<file path="src/rtl/bus_arbiter_if.sv">
// Bundle of signals between the two requesting masters, the arbiter and the
// shared bus slave. The arbiter uses the slave modport. The master modport is
// the mirror view, for whatever drives requests and plays the bus slave.
interface bus_arbiter_if #(
  parameter int AD_LEN    = 32,
  parameter int BUS_WIDTH = 32
);
  logic [1:0]             m_req_i;
  logic [1:0]             m_we_i;
  logic [2*AD_LEN-1:0]    m_ad_i;
  logic [2*BUS_WIDTH-1:0] m_wdata_i;
  logic [1:0]             m_ack_o;
  logic [1:0]             m_err_o;
  logic [BUS_WIDTH-1:0]   m_rdata_o;
  logic                   bus_cyc_o;
  logic                   bus_we_o;
  logic [AD_LEN-1:0]      bus_ad_o;
  logic [BUS_WIDTH-1:0]   bus_data_o;
  logic [BUS_WIDTH-1:0]   bus_data_i;
  logic                   bus_ack_i;
  logic                   bus_owner_o;

  modport slave (
    input  m_req_i, m_we_i, m_ad_i, m_wdata_i, bus_data_i, bus_ack_i,
    output m_ack_o, m_err_o, m_rdata_o, bus_cyc_o, bus_we_o, bus_ad_o,
           bus_data_o, bus_owner_o
  );

  modport master (
    output m_req_i, m_we_i, m_ad_i, m_wdata_i, bus_data_i, bus_ack_i,
    input  m_ack_o, m_err_o, m_rdata_o, bus_cyc_o, bus_we_o, bus_ad_o,
           bus_data_o, bus_owner_o
  );
endinterface

</file>
<file path="src/rtl/bus_arbiter.sv">
// Two-master round-robin bus arbiter with a per-transaction timeout.
//
// state | meaning
// IDLE  | no transaction; arbitrate among requesting masters
// BUSY  | bus cycle active; waiting for slave ack or timeout
// DONE  | one-cycle ack/err pulse to the owning master
module bus_arbiter #(
  parameter int AD_LEN    = 32,
  parameter int BUS_WIDTH = 32,
  parameter int TIMEOUT   = 255
) (
  input  logic           clk_i,
  input  logic           reset_i,
  bus_arbiter_if.slave   bus
);

  localparam int CNT_W = $clog2(TIMEOUT + 1);
  localparam logic [CNT_W-1:0] CNT_LAST = CNT_W'(TIMEOUT - 1);

  typedef enum logic [1:0] {IDLE, BUSY, DONE} state_t;

  state_t               state_q, state_d;
  logic                 rr_q, rr_d;
  logic [CNT_W-1:0]     cnt_q, cnt_d;
  logic                 cyc_q, cyc_d;
  logic                 we_q, we_d;
  logic [AD_LEN-1:0]    ad_q, ad_d;
  logic [BUS_WIDTH-1:0] wdata_q, wdata_d;
  logic [1:0]           ack_q, ack_d;
  logic [1:0]           err_q, err_d;
  logic [BUS_WIDTH-1:0] rdata_q, rdata_d;
  logic                 owner_q, owner_d;
  logic                 grant;

  // State and all registered outputs; reset clears everything immediately
  always_ff @(posedge clk_i or posedge reset_i) begin
    if (reset_i) begin
      state_q <= IDLE;
      rr_q    <= 1'b0;
      cnt_q   <= '0;
      cyc_q   <= 1'b0;
      we_q    <= 1'b0;
      ad_q    <= '0;
      wdata_q <= '0;
      ack_q   <= '0;
      err_q   <= '0;
      rdata_q <= '0;
      owner_q <= 1'b0;
    end else begin
      state_q <= state_d;
      rr_q    <= rr_d;
      cnt_q   <= cnt_d;
      cyc_q   <= cyc_d;
      we_q    <= we_d;
      ad_q    <= ad_d;
      wdata_q <= wdata_d;
      ack_q   <= ack_d;
      err_q   <= err_d;
      rdata_q <= rdata_d;
      owner_q <= owner_d;
    end
  end

  // Next-state, arbitration and next-output values
  always_comb begin
    state_d = state_q;
    rr_d    = rr_q;
    cnt_d   = cnt_q;
    cyc_d   = cyc_q;
    we_d    = we_q;
    ad_d    = ad_q;
    wdata_d = wdata_q;
    ack_d   = '0;
    err_d   = '0;
    rdata_d = rdata_q;
    owner_d = owner_q;
    grant   = 1'b0;
    case (state_q)
      IDLE: begin
        if (|bus.m_req_i) begin
          // A lone requester wins outright; on contention the pointer decides
          grant   = (bus.m_req_i == 2'b11) ? rr_q : bus.m_req_i[1];
          rr_d    = ~grant;
          owner_d = grant;
          cyc_d   = 1'b1;
          cnt_d   = '0;
          we_d    = bus.m_we_i[grant];
          ad_d    = grant ? bus.m_ad_i[2*AD_LEN-1:AD_LEN] : bus.m_ad_i[AD_LEN-1:0];
          wdata_d = grant ? bus.m_wdata_i[2*BUS_WIDTH-1:BUS_WIDTH]
                          : bus.m_wdata_i[BUS_WIDTH-1:0];
          state_d = BUSY;
        end
      end
      BUSY: begin
        if (bus.bus_ack_i) begin
          // Ack takes precedence even on the terminal-count edge
          rdata_d        = bus.bus_data_i;
          ack_d[owner_q] = 1'b1;
          cyc_d          = 1'b0;
          state_d        = DONE;
        end else if (cnt_q == CNT_LAST) begin
          err_d[owner_q] = 1'b1;
          cyc_d          = 1'b0;
          state_d        = DONE;
        end else begin
          cnt_d = cnt_q + CNT_W'(1);
        end
      end
      DONE: begin
        state_d = IDLE;
      end
      default: begin
        state_d = IDLE;
      end
    endcase
  end

  assign bus.m_ack_o     = ack_q;
  assign bus.m_err_o     = err_q;
  assign bus.m_rdata_o   = rdata_q;
  assign bus.bus_cyc_o   = cyc_q;
  assign bus.bus_we_o    = we_q;
  assign bus.bus_ad_o    = ad_q;
  assign bus.bus_data_o  = wdata_q;
  assign bus.bus_owner_o = owner_q;

endmodule
</file>
<file path="src/flat_wrapper.sv">
// flat-port wrapper written by rule: the top's interface ports become plain ports
module bus_arbiter_flat 
#(
  parameter int AD_LEN    = 32,
  parameter int BUS_WIDTH = 32,
  parameter int TIMEOUT   = 255
)
  (clk_i, reset_i, bus_m_req_i, bus_m_we_i, bus_m_ad_i, bus_m_wdata_i, bus_bus_data_i, bus_bus_ack_i, bus_m_ack_o, bus_m_err_o, bus_m_rdata_o, bus_bus_cyc_o, bus_bus_we_o, bus_bus_ad_o, bus_bus_data_o, bus_bus_owner_o);
  bus_arbiter_if #(.AD_LEN(AD_LEN), .BUS_WIDTH(BUS_WIDTH)) bus_i ();
  input  logic clk_i;
  input  logic reset_i;
  input wire logic [$bits(bus_i.m_req_i)-1:0] bus_m_req_i;
  input wire logic [$bits(bus_i.m_we_i)-1:0] bus_m_we_i;
  input wire logic [$bits(bus_i.m_ad_i)-1:0] bus_m_ad_i;
  input wire logic [$bits(bus_i.m_wdata_i)-1:0] bus_m_wdata_i;
  input wire logic [$bits(bus_i.bus_data_i)-1:0] bus_bus_data_i;
  input wire logic [$bits(bus_i.bus_ack_i)-1:0] bus_bus_ack_i;
  output wire logic [$bits(bus_i.m_ack_o)-1:0] bus_m_ack_o;
  output wire logic [$bits(bus_i.m_err_o)-1:0] bus_m_err_o;
  output wire logic [$bits(bus_i.m_rdata_o)-1:0] bus_m_rdata_o;
  output wire logic [$bits(bus_i.bus_cyc_o)-1:0] bus_bus_cyc_o;
  output wire logic [$bits(bus_i.bus_we_o)-1:0] bus_bus_we_o;
  output wire logic [$bits(bus_i.bus_ad_o)-1:0] bus_bus_ad_o;
  output wire logic [$bits(bus_i.bus_data_o)-1:0] bus_bus_data_o;
  output wire logic [$bits(bus_i.bus_owner_o)-1:0] bus_bus_owner_o;
  assign bus_i.m_req_i = bus_m_req_i;
  assign bus_i.m_we_i = bus_m_we_i;
  assign bus_i.m_ad_i = bus_m_ad_i;
  assign bus_i.m_wdata_i = bus_m_wdata_i;
  assign bus_i.bus_data_i = bus_bus_data_i;
  assign bus_i.bus_ack_i = bus_bus_ack_i;
  assign bus_m_ack_o = bus_i.m_ack_o;
  assign bus_m_err_o = bus_i.m_err_o;
  assign bus_m_rdata_o = bus_i.m_rdata_o;
  assign bus_bus_cyc_o = bus_i.bus_cyc_o;
  assign bus_bus_we_o = bus_i.bus_we_o;
  assign bus_bus_ad_o = bus_i.bus_ad_o;
  assign bus_bus_data_o = bus_i.bus_data_o;
  assign bus_bus_owner_o = bus_i.bus_owner_o;
  bus_arbiter #(.AD_LEN(AD_LEN), .BUS_WIDTH(BUS_WIDTH), .TIMEOUT(TIMEOUT)) u_core (.clk_i(clk_i), .reset_i(reset_i), .bus(bus_i));
endmodule
</file>
<file path="config.mk">
export PLATFORM = sky130hd
export DESIGN_NAME = bus_arbiter_flat
export DESIGN_NICKNAME = d
export VERILOG_FILES = /design/src/rtl/bus_arbiter_if.sv /design/src/rtl/bus_arbiter.sv /design/src/flat_wrapper.sv
export SDC_FILE = /design/constraint.sdc
export NUM_CORES = 1
export LEC_CHECK = 0
export BUFFER_PORTS_ARGS = -buffer_cell sky130_fd_sc_hd__buf_4
export CORE_MARGIN = 8
export CORE_UTILIZATION = 44
export CTS_BUF_LIST = sky130_fd_sc_hd__clkbuf_16
export CTS_CLUSTER_DIAMETER = 30
export DETAILED_ROUTE_END_ITERATION = 8
export MAX_ROUTING_LAYER = met4
export PLACE_DENSITY = 0.81
export SYNTH_ARGS = -nofsm -noshare
export SYNTH_HDL_FRONTEND = slang
export SYNTH_SLANG_ARGS = --single-unit
</file>
<file path="constraint.sdc">
create_clock -name clk_i -period 5.8 [get_ports clk_i]
set_clock_uncertainty 0.1 [all_clocks]
set_input_delay 1.45 -clock clk_i [delete_from_list [all_inputs] [get_ports clk_i]]
set_output_delay 1.45 -clock clk_i [all_outputs]
set_load 0.05 [all_outputs]
</file>
==> flow_summary.toml, run 1 <==
[status]
status = "finished clean"

[final_layout]
nets = 799
area_growth_pct = 58.3
final_common_cell = "buf_4"
final_cell_mix = "buf_4 (274), dfrtp_1 (114), inv_1 (70)"
drive_gt1_share_pct = 51.9
n_antenna_cell = 0

[clocking]
cts_tree = "done"
clock_sinks = 114
h-tree-depth = 4
cts_resized = 0
hold_buffers = 0
cts_root_buffer = "clkbuf_16"
postCtsSetupBuffers = 0
clock_path_buffers = 2
cts_buffers = 17
path_clk_slew_ns = 0.05
insertion_delay_ns = 0.40

[floorplan]
core_um2 = 10200
die_w_um = 118
die-area_um2 = 14000
die_h_um = 118
io_pins = 270
initial_utilization_pct = 45.0
row_count = 37

[power_and_ir_drop]
pwr_density_cell_nw_per_um2 = 696
p_leak_nw = 3.90
ir_drop_mv = 0.564
p_comb_share_pct = 53.6
p_seq_share_pct = 27.4
clkPwrFrac_pct = 19.0
switching_power_mw = 2.43
intPower_mw = 2.65
swShare_pct = 47.9

[synth]
syn_inst = 362
yosysUniqueCellTypes = 37
netlist_area_um2 = 4610
synth_nets = 531
ys_seq_area_share_pct = 61.9
synth_area_per_cell_um2 = 12.7
yosysWarnings = 0
ys_seq_elements = 114

[timing]
finalMaxSlewViolations = 0
maxSlewHeadroom_pct = 38.1
fmaxAchievable_mhz = 350
hold_viol = 0
finalSetupViolations = 0
worst_slew_pin_slew_ns = 0.929
finalCriticalPeriod_ns = 2.86
layout_setup_ws_ns = 2.94
rsz0062_at_grt = "false"
post-route-period-util_pct = 49.3
setup_tns_ns = 0

[global_route]
grt_pass1_wl_um = 25100
grt_overflow_total = 0
grt_max_degree = 77
grt_pass1_vias = 4648
grt_util_all_layers_pct = 23.3
grt_antenna_before_repair = 0

[setup_path]
cp.arrival_ns = 3.08
crit_type = "input pin to register"
critPathLaunch = "bus_m_req_i[1]"
required_ns = 6.03
cp-start-kind = "input pin"
regToRegStartpoint = "u_core.state_q[1]"
cp_max_fo = 48
end_kind = "register"

[routing]
vias = 4192
antenna_left = 0
via_per_inst = 5.39
initialDrtViolationCount = 557
drt-pass1-iter-count = 7
wirelength_um = 16100
post_drt_wl_per_cell_um = 20.7
route.detailed.drc = 0

[placed_design]
place_congestion = 0.852
post-place-ws_ns = 2.57
numPortBuffers = 269
dp.final_hpwl_um = 12000

[min_path]
min-delay-start = "u_core.bus.m_rdata_o[11]"
min_path_type = "register to register"

[flow_run]
max-cap-violations = 0
[final timing paths]
kind	to	slack, ns	depth (start not counted)
max in group asynchronous	u_core.bus.m_rdata_o[13]	3.36	3
hold reg to reg	u_core.bus.m_rdata_o[11]	0.39	1
setup reg to reg	u_core.bus.bus_data_o[7]	3.67	5
setup / recovery	u_core.bus.bus_data_o[12]	2.94	5
hold / removal	u_core.bus.m_rdata_o[11]	0.39	1
min in group asynchronous	u_core.bus.bus_data_o[9]	1.17	2
[metal layers]
metal	track usage [%]	share of wire, %	up-vias
li1	-	-	1893
met1	25.3	37	2023
met2	39.4	51	262
met3	8.47	11	14
met4	6.41	1.2	0
met5	-	0	-
[cells in the mapped netlist]
| cell type | n | area share (%) |
|---|---|---|
| inv_1 | 69 | 5.6 |
| buf_2 | 15 | 1.6 |
| o21ai_0 | 3 | 0.33 |
| nor2_1 | 6 | 0.49 |
| nand2b_1 | 1 | 0.14 |
| o31a_1 | 1 | 0.19 |
| o22a_1 | 2 | 0.38 |
| o211a_2 | 1 | 0.22 |
| buf_1 | 3 | 0.24 |
| nor3_1 | 1 | 0.11 |
| dfrtp_1 | 114 | 62 |
| o21a_1 | 1 | 0.16 |
| mux2_2 | 22 | 5.4 |
| clkbuf_1 | 6 | 0.49 |
| and3_1 | 4 | 0.54 |
| mux2i_1 | 2 | 0.43 |
| and2_4 | 1 | 0.19 |
| mux2_1 | 10 | 2.4 |
| nand3_1 | 5 | 0.54 |
| ha_1 | 2 | 0.54 |
| o21ai_1 | 1 | 0.11 |
| nand2_1 | 8 | 0.65 |
| o31ai_1 | 1 | 0.16 |
| buf_4 | 1 | 0.16 |
| a211o_1 | 1 | 0.19 |
| a2111oi_2 | 1 | 0.33 |
| a31oi_1 | 1 | 0.14 |
| a222oi_1 | 65 | 14 |
| a2111oi_0 | 1 | 0.19 |
| nand4_1 | 1 | 0.14 |
| o21ai_2 | 1 | 0.19 |
| inv_2 | 2 | 0.16 |
| a21o_1 | 2 | 0.33 |
| nor3b_4 | 1 | 0.41 |
| a21oi_1 | 4 | 0.43 |
| and2_1 | 1 | 0.14 |
| nor2b_2 | 1 | 0.19 |
[through the flow]
step	instance area [µm²]	hold slack [ns]	instances	util, %	power [mW]
floorplan	4610	0.347	362	-	3.23
global placement	6750	0.365	747	65.9	4.07
detailed placement	6750	0.378	747	65.9	4.13
CTS	7300	0.387	778	71.3	5.12
global route	7300	0.410	778	71.3	5.32
finish	7300	0.390	778	71.3	5.08
[logic make-up (layout without fill, tap and decap cells)]
kind of cell,count (synthesis),count (layout),share of synthesized area [%]
adders and majority gates,2,2,0.543
DFF,114,114,61.9
muxes,34,34,8.25
AOI/OAI and AO/OA,86,86,17.5
and+or+nand+nor,30,30,3.53
buffers and inverters,96,376,8.31
[cell type report]
| class | instances | area, µm² |
|---|---|---|
| clock inverters | 14 | 125 |
| multi-input cells | 152 | 1400 |
| clock buffers | 17 | 425 |
| flip-flops and latches | 114 | 2850 |
| repair buffers | 274 | 2060 |
| well taps | 136 | 170 |
| inverters | 71 | 269 |
| fillers | 737 | 2940 |
[worst max-delay path, cell delays in order]
cell	delay [ns]
buf_4	0.14
o21ai_4	0.59
buf_4	0.55
a222oi_1	0.21
inv_1	0.11
[flip-flops by register name, indices dropped and copies added (netlist names)]
register / flops
u_core.bus.m_rdata_o: 32
u_core.bus.bus_we_o: 1
u_core.state_q: 2
u_core.bus.m_err_o: 2
u_core.bus.bus_ad_o: 32
u_core.bus.bus_owner_o: 1
u_core.cnt_q: 8
u_core.bus.bus_cyc_o: 1
u_core.bus.m_ack_o: 2
u_core.rr_q: 1
u_core.bus.bus_data_o: 32
[power by group through the flow]
| stage | clock network [mW] | logic [mW] | registers, mW |
|---|---|---|---|
| 6_report | 0.964 | 2.72 | 1.39 |
| 5_1_grt | 1.02 | 2.86 | 1.43 |
| 4_1_cts | 0.982 | 2.75 | 1.39 |
| 3_5_place_dp | 0 | 2.74 | 1.39 |
| 3_3_place_gp | 0 | 2.69 | 1.38 |
| 2_1_floorplan | 0 | 0.667 | 2.56 |
Note: power is estimated with default switching activity, not from simulation.
==> inputs of run 2 (changes only) <==
--- a/config.mk
+++ b/config.mk
@@ -7,12 +7,12 @@
 export LEC_CHECK = 0
 export BUFFER_PORTS_ARGS = -buffer_cell sky130_fd_sc_hd__buf_4
 export CORE_MARGIN = 8
-export CORE_UTILIZATION = 44
+export CORE_UTILIZATION = 39
 export CTS_BUF_LIST = sky130_fd_sc_hd__clkbuf_16
 export CTS_CLUSTER_DIAMETER = 30
 export DETAILED_ROUTE_END_ITERATION = 8
 export MAX_ROUTING_LAYER = met4
-export PLACE_DENSITY = 0.81
+export PLACE_DENSITY = 0.76
 export SYNTH_ARGS = -nofsm -noshare
 export SYNTH_HDL_FRONTEND = slang
 export SYNTH_SLANG_ARGS = --single-unit
==> constraint.sdc (replaced) <==
create_clock -name clk_i -period 2.3 [get_ports clk_i]
set_clock_uncertainty 0.1 [all_clocks]
set_input_delay 0.575 -clock clk_i [delete_from_list [all_inputs] [get_ports clk_i]]
set_output_delay 0.575 -clock clk_i [all_outputs]
set_load 0.05 [all_outputs]
==> run 2 against run 1 <==
Compared with the run above: the run now ends with DRC left; sequential cell count unchanged; non-clock buffer count increased by 4; die area rose by 11%; critical path depth unchanged; sequential power rose to 2.5 times the previous value; total power rose to 2.6 times the previous value; clock power grew to 3.1 times the previous value; first-iteration DRC count shrank 8.3%; combinational power increased to 2.5 times the previous value; global-route usage fell by 3.8 points; sequential share of layout area fell by 1.3 points; clock-buffer cell count stayed put.
==> flow_summary.toml, run 2 (synthesized netlist as in run 1, its figures left out) <==
[status]
status = "finished, violations left"
violations = "DRC"

[clocking]
postCtsSetupBuffers = 0
clock_sinks = 114
cts_resized = 0
h-tree-depth = 4
cts_buffers = 17
clock_path_buffers = 2
path_clk_slew_ns = 0.06
hold_buffers = 0
cts_root_buffer = "clkbuf_16"
cts_tree = "done"
insertion_delay_ns = 0.40

[global_route]
grt_util_all_layers_pct = 19.5
grt_antenna_before_repair = 0
grt_pass1_wl_um = 23600
grt_max_degree = 58
grt_pass1_vias = 4524
grt_overflow_total = 0

[setup_path]
slowest_delay_ns = 0.48
regToRegStartpoint = "u_core.state_q[1]"
cp.arrival_ns = 2.09
critPathLaunch = "u_core.state_q[1]"
end_kind = "register"
crit_path_top_delay_cell = "dfrtp_1"
cp-start-kind = "register"
rr_worst_depth = 5
path_cells = "nor2_1, o211a_2, buf_4, a222oi_1, inv_1"
required_ns = 2.53
crit_type = "register to register"
cp_max_fo = 47

[floorplan]
die_h_um = 125
initial_utilization_pct = 40.2
die-area_um2 = 15600
die_w_um = 125
core_um2 = 11500
io_pins = 270
row_count = 39

[final_layout]
area_growth_pct = 63.6
drive_gt1_share_pct = 52.7
final_common_cell = "buf_4"
multi_input_area_um2 = 1400
post-route-util_pct = 65.7
regArea_um2 = 2850
instances_no_fill = 790
final_area_um2 = 7540
final_cell_mix = "buf_4 (273), dfrtp_1 (114), inv_1 (69)"
nets = 803
n_antenna_cell = 0
n_fill_cell = 870

[power_and_ir_drop]
ir_drop_mv = 1.04
pwr_density_cell_nw_per_um2 = 1780
p_leak_nw = 4.00
p_total_mw = 13.4

[flow_run]
max-cap-violations = 0

[placed_design]
place_congestion = 0.807
dp.final_hpwl_um = 11200
post-place-ws_ns = 0.358
place_area_um2 = 6850
numPortBuffers = 269
place_inst = 758

[routing]
via_per_inst = 5.27
drt-pass1-iter-count = 9
wirelength_um = 15000
antenna_left = 0
post_drt_wl_per_cell_um = 18.9
initialDrtViolationCount = 511
vias = 4167
route.detailed.drc = 2

[timing]
holdWs_ns = 0.116
setup_tns_ns = 0
hold_viol = 0
finalMaxSlewViolations = 0
post-route-period-util_pct = 80.9
fmaxAchievable_mhz = 537
finalSetupViolations = 0
finalCriticalPeriod_ns = 1.86
maxSlewHeadroom_pct = 65.1
layout_setup_ws_ns = 0.439
worst_slew_pin_slew_ns = 0.523
rsz0062_at_grt = "false"

[min_path]
min_path_type = "input pin to async pin"
## run 2: changes by cell type in the layout (fill, tap and decap cells not counted)
cell / previous run / this run
clkinv_2: 4 / 2
clkinv_1: 2 / 0
inv_4: 1 / 0
buf_4: 274 / 273
bufinv_16: 2 / 7
clkinv_4: 0 / 2
buf_12: 0 / 5
inv_1: 70 / 69
## run 2: path summary, 6_finish.rpt
path                                             end  slack (ns)
hold reg to reg              u_core.bus.bus_ad_o[16]        0.39
hold / removal                       u_core.cnt_q[5]        0.12
setup reg to reg             u_core.bus.bus_ad_o[25]        0.44
min in group clk_i          u_core.bus.bus_data_o[6]        0.28
setup / recovery             u_core.bus.bus_ad_o[25]        0.44
max in group asynchronous  u_core.bus.bus_data_o[26]        1.38
## run 2: power breakdown
group          switching, mW  internal, mW
Sequential             0.574          2.93
Clock                  0.895          2.13
Combinational           4.64          2.27
Total                   6.11          7.33
## run 2: area by class of cell
cell class,instances,area share [%]
sequential,114,37.8
timing repair buffer,278,28.5
multi-input combinational,152,18.5
clock buffer,17,5.64
inverter,71,3.59
clock inverter,15,3.50
tap,143,2.37
## run 2: worst max-delay path: cells and delay by family (launching register included)
family	cells	cell delay (ns)
buf+inv	2	0.51
flops	1	0.48
compound gates	2	0.41
simple gates	1	0.25
## run 2: layer usage
metal | vias to the layer above | track usage [%] | routed length, µm
met5 | - | - | 0
met4 | 0 | 7.09 | 277
met3 | 25 | 7.11 | 1200
met2 | 231 | 33.1 | 7820
met1 | 2005 | 20.4 | 5650
li1 | 1906 | - | -
